--- src/rtl/pj_perf_counter_unit.sv ---
// Memory-mapped performance-counter responder on the picoJava-II data bus.
// Counts enabled cycles and per-event strobes; reads/writes complete with a one-cycle ack.
module pj_perf_counter_unit #(
  parameter logic [31:0] BASE_ADDR  = 32'h0000_FFF0,
  parameter int          NUM_EVENTS = 8,
  parameter int          CNT_W      = 32
) (
  input  logic                  pj_clk,
  input  logic                  pj_reset,
  input  logic                  bus_req,
  input  logic                  bus_we,
  input  logic [31:0]           bus_addr,
  input  logic [31:0]           bus_wdata,
  output logic                  bus_ack,
  output logic [31:0]           bus_rdata,
  input  logic [NUM_EVENTS-1:0] event_in,
  output logic                  cntr_on,
  output logic                  ovf_irq
);

  // Handshake: an access is taken when bus_req=1 with a claimed address while IDLE;
  // bus_ack is high for exactly the following cycle, bus_rdata valid only then.
  typedef enum logic {ST_IDLE, ST_RESP} state_t;

  localparam logic [29:0]      BASE_W   = BASE_ADDR[31:2];
  localparam logic [29:0]      NUM_REGS = 30'(4 + NUM_EVENTS);
  localparam logic [CNT_W-1:0] CNT_ONE  = CNT_W'(1);

  state_t           state, state_next;
  logic             on, inv, ovf;
  logic [CNT_W-1:0] cycle_cnt;
  logic [CNT_W-1:0] event_cnt [NUM_EVENTS];

  logic [29:0] off_w;
  logic        claimed, access, wr_ctrl, wr_status, wr_clear, wrap_any;
  logic [31:0] rd_val;
  logic        unused_addr_bits;

  assign unused_addr_bits = ^bus_addr[1:0];
  assign off_w     = bus_addr[31:2] - BASE_W;
  assign claimed   = (bus_addr[31:2] >= BASE_W) && (off_w < NUM_REGS);
  assign access    = (state == ST_IDLE) && bus_req && claimed;
  assign wr_ctrl   = access && bus_we && (off_w == 30'd0);
  assign wr_status = access && bus_we && (off_w == 30'd1);
  assign wr_clear  = access && bus_we && (off_w == 30'd3);

  always_ff @(posedge pj_clk or posedge pj_reset) begin
    if (pj_reset) state <= ST_IDLE;
    else          state <= state_next;
  end

  always_comb begin
    state_next = state;
    bus_ack    = 1'b0;
    case (state)
      ST_IDLE: if (access) state_next = ST_RESP;
      ST_RESP: begin
        bus_ack    = 1'b1;
        state_next = ST_IDLE;
      end
      default: state_next = ST_IDLE;
    endcase
  end

  // A wrap is any counter at all-ones that increments on this edge.
  always_comb begin
    wrap_any = 1'b0;
    if (on) begin
      if (&cycle_cnt) wrap_any = 1'b1;
      for (int i = 0; i < NUM_EVENTS; i++)
        if (event_in[i] && (&event_cnt[i])) wrap_any = 1'b1;
    end
  end

  always_comb begin
    rd_val = '0;
    if (off_w == 30'd0)      rd_val = {31'b0, on};
    else if (off_w == 30'd1) rd_val = {29'b0, ovf, inv, on};
    else if (off_w == 30'd2) rd_val = 32'(cycle_cnt);
    else begin
      for (int i = 0; i < NUM_EVENTS; i++)
        if (off_w == 30'(i + 4)) rd_val = 32'(event_cnt[i]);
    end
  end

  always_ff @(posedge pj_clk or posedge pj_reset) begin
    if (pj_reset) begin
      cycle_cnt <= '0;
      for (int i = 0; i < NUM_EVENTS; i++) event_cnt[i] <= '0;
    end else if (wr_clear) begin
      cycle_cnt <= '0;
      for (int i = 0; i < NUM_EVENTS; i++) event_cnt[i] <= '0;
    end else if (on) begin
      cycle_cnt <= cycle_cnt + CNT_ONE;
      for (int i = 0; i < NUM_EVENTS; i++)
        if (event_in[i]) event_cnt[i] <= event_cnt[i] + CNT_ONE;
    end
  end

  // The ovf set is written last so it wins over a same-edge W1C.
  always_ff @(posedge pj_clk or posedge pj_reset) begin
    if (pj_reset) begin
      on  <= 1'b0;
      inv <= 1'b0;
      ovf <= 1'b0;
    end else begin
      if (wr_ctrl) begin
        if (bus_wdata == 32'd1)      on  <= 1'b1;
        else if (bus_wdata == 32'd0) on  <= 1'b0;
        else                         inv <= 1'b1;
      end
      if (wr_status) begin
        if (bus_wdata[1]) inv <= 1'b0;
        if (bus_wdata[2]) ovf <= 1'b0;
      end
      if (wrap_any && !wr_clear) ovf <= 1'b1;
    end
  end

  always_ff @(posedge pj_clk or posedge pj_reset) begin
    if (pj_reset)                bus_rdata <= '0;
    else if (access && !bus_we)  bus_rdata <= rd_val;
    else                         bus_rdata <= '0;
  end

  assign cntr_on = on;
  assign ovf_irq = ovf;

endmodule

--- config.mk ---
export PLATFORM = sky130hd
export DESIGN_NAME = pj_perf_counter_unit
export DESIGN_NICKNAME = d
export VERILOG_FILES = /design/src/rtl/pj_perf_counter_unit.sv
export SDC_FILE = /design/constraint.sdc
export NUM_CORES = 1
export LEC_CHECK = 0
export ABC_AREA = 1
export CORE_MARGIN = 4
export CORE_UTILIZATION = 66
export CTS_CLUSTER_DIAMETER = 100
export DETAILED_ROUTE_END_ITERATION = 7
export GPL_TIMING_DRIVEN = 1
export PLACE_DENSITY = 0.87
export REMOVE_ABC_BUFFERS = 1
export SYNTH_ARGS = -nofsm -noshare
export SYNTH_HDL_FRONTEND = slang
export SYNTH_SLANG_ARGS = --single-unit
--- constraint.sdc ---
create_clock -name pj_clk -period 28.5 [get_ports pj_clk]
set_input_delay 5.7 -clock pj_clk [delete_from_list [all_inputs] [get_ports pj_clk]]
set_output_delay 5.7 -clock pj_clk [all_outputs]
set_load 0.005 [all_outputs]
==> results.ini <==
[cts]
clkLatencyLatePin_ps = 520
cts_buffers = 35
post-cts-setup-buffers = 0
postCtsHoldBufs = 0
cts_tree = yes
cts-resized-gates = 0
clkTransAtPathRegs_ps = 60
cts.path.max_buffers = 3
h-tree-depth = 2
cts.sinks = 324
cts_root_buffer = clkbuf_16

[sta]
fmax_mhz = 98.0
period_share = 0.358
rsz0062_at_grt = false
fin_setup_tns_ps = 0
slew_headroom = 0.191
hold_viol = 0
worst_slew_pin_slew_ps = 1210
skew_ps = 19.9
finalSetupViolCount = 0
fin_crit_ps = 10210
drv_slew = 0

[finish]
drive_gt1_frac = 0.0398
diodes = 0
nNetsFinal = 2825
design_area_um2 = 22000
fin_util = 0.757
syn_to_final_growth_pct = 12.1

[route]
wire_per_inst_um = 18.5
vias = 19100
ant_nets = 0
drtPass1Iterations = 7
drt_wl_total_um = 58100
drc = 0
vias_per_cell = 6.09
first_iter_violations = 2711

[die]
fp.dieW_um = 180
io_pins = 111
die_area_um2 = 32500
start_util = 0.675
die_h_um = 180
core_area_um2 = 29000
num_rows = 62

[yosys]
ys.flop_type = dfrtp_1
syn-instance-count = 2664
yosysMostFrequentCell = nand2_1
synth_area_leaders = dfrtp_1 (41%), nand2_1 (9.3%), nor2_1 (7.7%), inv_1 (6.6%), xor2_1 (6.3%)
synth_seq_cells = 324
synth_top_area_frac = 0.414
yosysTopAreaCell = dfrtp_1
yosysUniqueCellTypes = 50
seq_area_frac_synth = 0.414
syn_avg_cell_area_um2 = 7.35
synthArstFlopShare = 1.00
synth_area_um2 = 19600
yosys-top-cells-count = nand2_1 (484), nor2_1 (401), inv_1 (345)
yosysWarnings = 0
synth_edf_count = 0

[placed_design]
dpl.hpwl_um = 41700
dpl-instance-area_um2 = 20800
gp_congestion = 0.978
portBuffers = 108

[grt]
grt_usage = 0.346
antenna_found_initial = 0
grt_overflow_total = 0
grt_pass1_vias = 17800
grt_max_degree = 115
grt_pass1_wl_um = 92000

[status]
outcome = completed

[pwr]
netSwitchingPower_mw = 0.312
power_mw = 1.14
clkPwrFrac = 0.404
combPwrFrac = 0.123
ir_drop_uv = 59.2
seq_power_share = 0.472
switching_share = 0.273
p_int_mw = 0.830
pwr_density_cell_nw_per_um2 = 52.0
power.leakage_nw = 10.0

[worst_setup_path]
regToRegStartpoint = state
timing.rr.end = event_cnt[180]
cp.required_ps = 28840
crit_path_start_kind = primary input
crit_path_end_kind = register
ff2ff_path_depth = 11
crit_type = in -> reg
worstPathArrival_ps = 10550
critPathMaxFanout = 101
r2r_slack_ps = 24820

[job]
maxCapViolations = 0

[hold_path]
hp-start = event_cnt[255]
hold_path.class = reg -> reg
min_path_cells = 1
worst_hold_path.endpoint = event_cnt[255]

## worst max-delay path, stage by stage
cell and delay (ps):
clkdlybuf4s50_1 620, nand2_2 170, nor2_2 230, nand2_1 140
o21ai_1 310, o21ai_0 120, nand2_1 140, nand3_2 210
nor2_8 350, nand2_2 150, nor2_4 130, nand3_4 510
inv_6 540, buf_4 920, nor2_1 160
## worst max-delay path by stage
stage                startpoint  depth (start not counted)              to
finish              bus_addr[5]                         15  event_cnt[180]
global route        bus_addr[5]                         16  event_cnt[255]
CTS                 bus_addr[5]                         16   event_cnt[94]
detailed placement  bus_addr[5]                         16   event_cnt[94]
global placement    bus_addr[5]                         16  event_cnt[255]
floorplan              pj_reset                          1    bus_rdata[0]
## cells by family after synthesis
family	Yosys count	share of synthesized area
buffers and inverters	432	0.0895
adders and majority gates	9	0.00575
and+or+nand+nor	1346	0.306
xor gates and xnor gates	165	0.0738
DFF	324	0.414
AOI/OAI and AO/OA	388	0.111
## flip-flops by register name, summed over array words and instances (netlist names)
signal,flops
state,1
bus_rdata,32
cycle_cnt,32
ovf_irq,1
cntr_on,1
event_cnt,256
inv,1
## cell type report
type / instances / area (um2)
fillers: 2201 / 7050
flip-flops and latches: 324 / 8110
well taps: 384 / 480
clock inverters: 10 / 128
repair buffers: 118 / 1160
inverters: 353 / 1340
multi-input cells: 1908 / 9730
clock buffers: 48 / 1020
## layer usage
metal / vias up / GRT usage / routed length, um
met4: 0 / 0.146 / 2870
met1: 8985 / 0.505 / 23900
met5: - / 0 / 0
met3: 152 / 0.0426 / 5900
met2: 1135 / 0.525 / 25400
li1: 8876 / - / -
## through the flow
step,hold slack (ps),setup slack [ps],cells
floorplan,456,13830,2585
global placement,481,18060,3087
detailed placement,483,17950,3087
CTS,495,18470,3145
global route,507,18030,3145
finish,495,18290,3145
## layout by cell type (no fill, tap or decap), types with 37 or more instances in the layout
master and n:
nand2_1 484, nor2_1 401, inv_1 344, dfrtp_1 324
a21oi_1 184, nand3_1 164, xor2_1 141, nor3_1 126
clkdlybuf4s50_1 108, o21ai_0 105, nand4_1 55, nor4_1 46
clkbuf_16 37
## power by group through the flow
| stage | Combinational [mW] | Sequential, mW | Clock [mW] |
|---|---|---|---|
| after floorplan | 0.103 | 0.535 | 0 |
| after global placement | 0.132 | 0.543 | 0 |
| after global routing | 0.160 | 0.544 | 0.484 |
| after detailed placement | 0.139 | 0.545 | 0 |
| final | 0.141 | 0.539 | 0.462 |
| after CTS | 0.140 | 0.538 | 0.462 |
Power figures use the tool's default switching activity.
